<file path="src/rtl/serial_adder_pkg.sv">
// Shared definitions for the digit-serial adder: FSM state encoding and
// helpers that derive the digit count and digit-index width.
package serial_adder_pkg;

  typedef enum logic [1:0] {
    IDLE = 2'd0,
    RUN  = 2'd1,
    DONE = 2'd2
  } state_e;

  function automatic int nd_of(input int width, input int digit);
    return width / digit;
  endfunction

  // Index register width; a single-digit adder still needs one bit.
  function automatic int idx_bits(input int nd);
    return (nd > 1) ? $clog2(nd) : 1;
  endfunction

endpackage

</file>
<file path="src/rtl/serial_adder_digit_adder.sv">
// Combinational DIGIT-bit ripple adder from full-adder cells. Exports the
// carry into the MSB so the caller can derive signed overflow.
module digit_adder #(
  parameter int DIGIT = 4
) (
  input  logic [DIGIT-1:0] i_a,
  input  logic [DIGIT-1:0] i_b,
  input  logic             i_ci,
  output logic [DIGIT-1:0] o_s,
  output logic             o_co,
  output logic             o_c_msb
);

  logic [DIGIT:0] w_c;

  assign w_c[0] = i_ci;

  for (genvar g = 0; g < DIGIT; g++) begin : g_fa
    assign o_s[g]     = i_a[g] ^ i_b[g] ^ w_c[g];
    assign w_c[g+1]   = (i_a[g] & i_b[g]) | (w_c[g] & (i_a[g] ^ i_b[g]));
  end

  assign o_co    = w_c[DIGIT];
  assign o_c_msb = w_c[DIGIT-1];

endmodule

</file>
<file path="src/rtl/serial_adder.sv">
// Digit-serial add/subtract: one DIGIT-wide ripple adder reused over
// WIDTH/DIGIT cycles, LSB digit first, with carry/overflow registered at the end.
//
// state | meaning
// IDLE  | waiting for start, outputs hold last result
// RUN   | one digit processed per clock, busy=1
// DONE  | result valid for one cycle, done=1; start here re-launches
module serial_adder
  import serial_adder_pkg::*;
#(
  parameter int WIDTH = 16,
  parameter int DIGIT = 4
) (
  input  logic             clk,
  input  logic             rst_n,
  input  logic             start,
  input  logic [WIDTH-1:0] a,
  input  logic [WIDTH-1:0] b,
  input  logic             sub,
  input  logic             cin,
  output logic             busy,
  output logic             done,
  output logic [WIDTH-1:0] sum,
  output logic             carry,
  output logic             overflow
);

  localparam int ND = nd_of(WIDTH, DIGIT);
  localparam int CW = idx_bits(ND);
  localparam logic [CW-1:0] LAST = CW'(ND - 1);

  state_e           r_state;
  state_e           w_next;
  logic [WIDTH-1:0] r_a;
  logic [WIDTH-1:0] r_b;
  logic [WIDTH-1:0] r_sum;
  logic             r_c;
  logic             r_carry;
  logic             r_ovf;
  logic [CW-1:0]    r_idx;

  logic             w_accept;
  logic             w_last;
  logic [DIGIT-1:0] w_s;
  logic             w_co;
  logic             w_cmsb;

  assign w_last = (r_idx == LAST);

  always_ff @(posedge clk or negedge rst_n) begin
    if (!rst_n) r_state <= IDLE;
    else        r_state <= w_next;
  end

  always_comb begin
    w_next   = r_state;
    w_accept = 1'b0;
    busy     = 1'b0;
    done     = 1'b0;
    case (r_state)
      IDLE, DONE: begin
        done = (r_state == DONE);
        if (start) begin
          w_accept = 1'b1;
          w_next   = RUN;
        end else begin
          w_next = IDLE;
        end
      end
      RUN: begin
        busy = 1'b1;
        if (w_last) w_next = DONE;
      end
      default: w_next = IDLE;
    endcase
  end

  digit_adder #(.DIGIT(DIGIT)) u_digit_adder (
    .i_a     (r_a[int'(r_idx) * DIGIT +: DIGIT]),
    .i_b     (r_b[int'(r_idx) * DIGIT +: DIGIT]),
    .i_ci    (r_c),
    .o_s     (w_s),
    .o_co    (w_co),
    .o_c_msb (w_cmsb)
  );

  // B is stored pre-inverted for subtract so RUN is always a plain add.
  always_ff @(posedge clk or negedge rst_n) begin
    if (!rst_n) begin
      r_a     <= '0;
      r_b     <= '0;
      r_sum   <= '0;
      r_c     <= 1'b0;
      r_carry <= 1'b0;
      r_ovf   <= 1'b0;
      r_idx   <= '0;
    end else if (w_accept) begin
      r_a   <= a;
      r_b   <= sub ? ~b : b;
      r_c   <= sub | cin;
      r_idx <= '0;
    end else if (r_state == RUN) begin
      r_sum[int'(r_idx) * DIGIT +: DIGIT] <= w_s;
      r_c   <= w_co;
      r_idx <= w_last ? '0 : r_idx + CW'(1);
      if (w_last) begin
        r_carry <= w_co;
        r_ovf   <= w_co ^ w_cmsb;
      end
    end
  end

  assign sum      = r_sum;
  assign carry    = r_carry;
  assign overflow = r_ovf;

endmodule

</file>
<file path="config.mk">
export PLATFORM = sky130hd
export DESIGN_NAME = serial_adder
export DESIGN_NICKNAME = d
export VERILOG_FILES = /design/src/rtl/serial_adder_pkg.sv /design/src/rtl/serial_adder_digit_adder.sv /design/src/rtl/serial_adder.sv
export SDC_FILE = /design/constraint.sdc
export NUM_CORES = 1
export LEC_CHECK = 0
export ABC_AREA = 1
export CORE_UTILIZATION = 38
export CTS_BUF_LIST = sky130_fd_sc_hd__clkbuf_2
export CTS_CLUSTER_DIAMETER = 100
export DETAILED_ROUTE_END_ITERATION = 12
export PLACE_DENSITY = 0.58
export SETUP_SLACK_MARGIN = 0.02
export SKIP_CTS_REPAIR_TIMING = 1
export SYNTH_ARGS = -nofsm -noshare
export SYNTH_HDL_FRONTEND = slang
export SYNTH_SLANG_ARGS = --single-unit
</file>
<file path="constraint.sdc">
create_clock -name clk -period 3.1 [get_ports clk]
set_input_delay 0.465 -clock clk [delete_from_list [all_inputs] [get_ports clk]]
set_output_delay 0.465 -clock clk [all_outputs]
set_load 0.05 [all_outputs]
</file>
==> results.py <==
metrics = {
    "synthesis": {
        "ys.flop_type": "dfrtp_1",
        "synth_area_sq_mm": 0.00280,
        "synth_area_per_cell_sq_um": 7.89,
        "synth_warnings": 0,
        "synth_largest_area_cell": "dfrtp_1",
        "synth-seq-area-share": 0.491,
        "synth_top_cells_by_area": "dfrtp_1 49%, nand2_1 23%, xor2_1 5.0%",
        "synth_edf_count": 0,
        "synth_seq_cells": 55,
        "async_reset_ff_frac": 1.00,
        "synth_cell_types": 18,
        "synth.top_cells.by_count": "168 x nand2_1, 55 x dfrtp_1, 23 x nand3_1, 23 x nor2_1, 21 x inv_1",
        "synth_top_area_frac": 0.491,
        "synthCells": 355,
        "yosysMostFrequentCell": "nand2_1",
        "syn_nets": 402,
    },
    "clock_network": {
        "clkTransAtPathRegs_ps": 270,
        "cts.sinks": 55,
        "cts_buffer_depth": 2,
        "cts_tree": "done",
        "insertion_delay_ps": 470,
        "cts_root_buffer": "clkbuf_2",
        "cts_made_buffers": 5,
        "htreeDepth": 2,
    },
    "timing": {
        "period_needed_ps": 2860,
        "max_slew_margin": 0.543,
        "rsz0062_at_grt": "false",
        "fin_crit_sh": 0.921,
        "drv_slew": 0,
        "hold_slack_ps": 66.5,
        "setup_viol": 0,
        "max_freq_mhz": 350,
        "tightest_slew_ps": 685,
        "timing.setup.tns_ps": 0,
        "skew_ps": 24.4,
        "hold_violations": 0,
    },
    "critical_path": {
        "crit_slowest_cell": "fa_1",
        "critical_path_arrival_ps": 3240,
        "endpoint_kind": "flip-flop",
        "ff2ff_path_depth": 15,
        "path_cells": "buf_4 > nand2_1 > nand3_1 > nand2_1 > fa_1 > inv_1 > fa_1 > inv_1 > fa_1 > inv_1 > fa_1 > nand2_1 > inv_1 > nand3_1 > nand2_1",
        "r2r_slack_ps": 240,
        "r2r_end": "sum[11]",
        "worstSetupPathType": "reg2reg",
        "cp-start-kind": "flip-flop",
        "worstReg2RegStart": "r_idx[0]",
        "critPathMaxFanout": 23,
        "max_stage_delay_ps": 450,
        "worst-endpoint-required_ps": 3490,
    },
    "route": {
        "wl_per_cell_um": 11.7,
        "routed_wl_um": 6020,
        "ant_nets": 0,
        "drc": 0,
        "first_pass_iters": 4,
        "drtIter0Drc": 81,
        "viasPerCell": 4.55,
        "vias": 2332,
    },
    "floorplanning": {
        "fp.dieArea_sq_mm": 0.00772,
        "die_y_um": 87.9,
        "start_util": 0.403,
        "fp.dieW_um": 87.9,
        "coreArea_sq_mm": 0.00694,
        "io_pins": 57,
        "rows": 30,
    },
    "place": {
        "portBuffers": 56,
        "place_congestion": 0.880,
        "hpwl_um": 4510,
    },
    "cells_and_area": {
        "syn2layout_area_growth_pct": 26.2,
        "layout-drive-gt1-share": 0.0552,
        "post-route-util": 0.509,
        "final_nets": 463,
        "diodes": 0,
        "fill_cells": 691,
    },
    "power": {
        "leakagePower_nw": 1.80,
        "swShare": 0.495,
        "power.net_switching_w": 0.00183,
        "clockPowerShare": 0.077,
        "p_seq_frac": 0.322,
        "intPower_w": 0.00187,
        "peakVddDrop_mv": 0.398,
        "powerDensity_mw_per_mm2": 1050,
        "pwr-share-comb": 0.601,
    },
    "grt": {
        "grt_pass1_vias": 2209,
        "antenna_found_initial": 0,
        "grt_pass1_wl_um": 10200,
        "grt_overflow": 0,
        "grt_max_degree": 56,
        "grtUsageTotal": 0.174,
    },
    "hold_path": {
        "hold_class": "in2async",
    },
    "flow_run": {
        "maxCapViolations": 0,
    },
    "status": {
        "status": "completed",
    },
}
through the flow:
step	worst slack, ps	total power, W	instance area [sq um]	instances
after global routing	31.8	0.00405	3530	513
after floorplan	277	0.00278	2800	355
after global placement	341	0.00343	3490	505
after detailed placement	283	0.00345	3490	505
after CTS	244	0.00374	3530	513
final	244	0.00370	3530	513
power groups by stage:
stage	registers, W	clock network (W)	logic (W)
floorplan	0.00144	0	0.00135
global placement	0.00121	0	0.00222
detailed placement	0.00121	0	0.00224
CTS	0.00119	0.000294	0.00225
global route	0.00123	0.000316	0.00251
finish	0.00119	0.000284	0.00223
cells by family (layout without fill, tap and decap cells):
| group | Yosys count | after routing | share of synthesized area |
|---|---|---|---|
| xor gates and xnor gates | 17 | 17 | 0.0531 |
| DFF | 55 | 55 | 0.491 |
| adders and majority gates | 10 | 10 | 0.0554 |
| buffers and inverters | 36 | 98 | 0.0572 |
| AOI/OAI and AO/OA | 20 | 20 | 0.0393 |
| and+or+nand+nor | 217 | 217 | 0.304 |
registers in the layout (all words and copies together) (netlist names):
register  cells
r_a          16
overflow      1
r_c           1
r_idx         2
carry         1
sum          16
r_b          16
r_state       2
worst max-delay path by stage:
stage / start / to / slack [ps]
2_1_floorplan: r_idx[0] / sum[11] / 280
3_3_place_gp: r_idx[0] / sum[11] / 340
5_1_grt: r_idx[0] / sum[11] / 30
4_1_cts: r_idx[0] / sum[11] / 240
6_report: r_idx[0] / sum[11] / 240
3_5_place_dp: r_idx[0] / sum[15] / 280
metal layers:
layer | global-route usage | vias up | share of wire
met4 | 0.0686 | 0 | 0.018
met3 | 0.0396 | 7 | 0.047
met2 | 0.276 | 55 | 0.45
met1 | 0.232 | 1059 | 0.49
met5 | 0 | - | 0
li1 | - | 1211 | -
worst max-delay path: cells and delay by family, from the launching register on:
kind	cells	cell delay, ps
adder cells (fa/ha/maj)	4	1370
buffers and inverters	5	500
flip-flops	1	410
AND/OR/NAND/NOR	6	490
cells in the final DEF, fill, tap and decap left out, types with 5 or more instances in the layout:
cell type,instances
inv_1,21
clkdlybuf4s50_1,55
clkbuf_2,5
nand3_1,23
dfrtp_1,55
ha_1,6
nand2_1,168
nor2_1,23
xor2_1,16
o21ai_0,16
buf_4,12
final cells by class:
type / count / area, sq um / share of cell area
Timing Repair Buffer: 68 / 646 / 0.183
Multi-Input combinational cell: 264 / 1260 / 0.358
Sequential cell: 55 / 1380 / 0.389
Clock buffer: 5 / 25.0 / 0.00708
Tap cell: 96 / 120 / 0.0340
Inverter: 22 / 82.6 / 0.0234
Clock inverter: 3 / 20.0 / 0.00566
(Power assumes the default switching activity.)
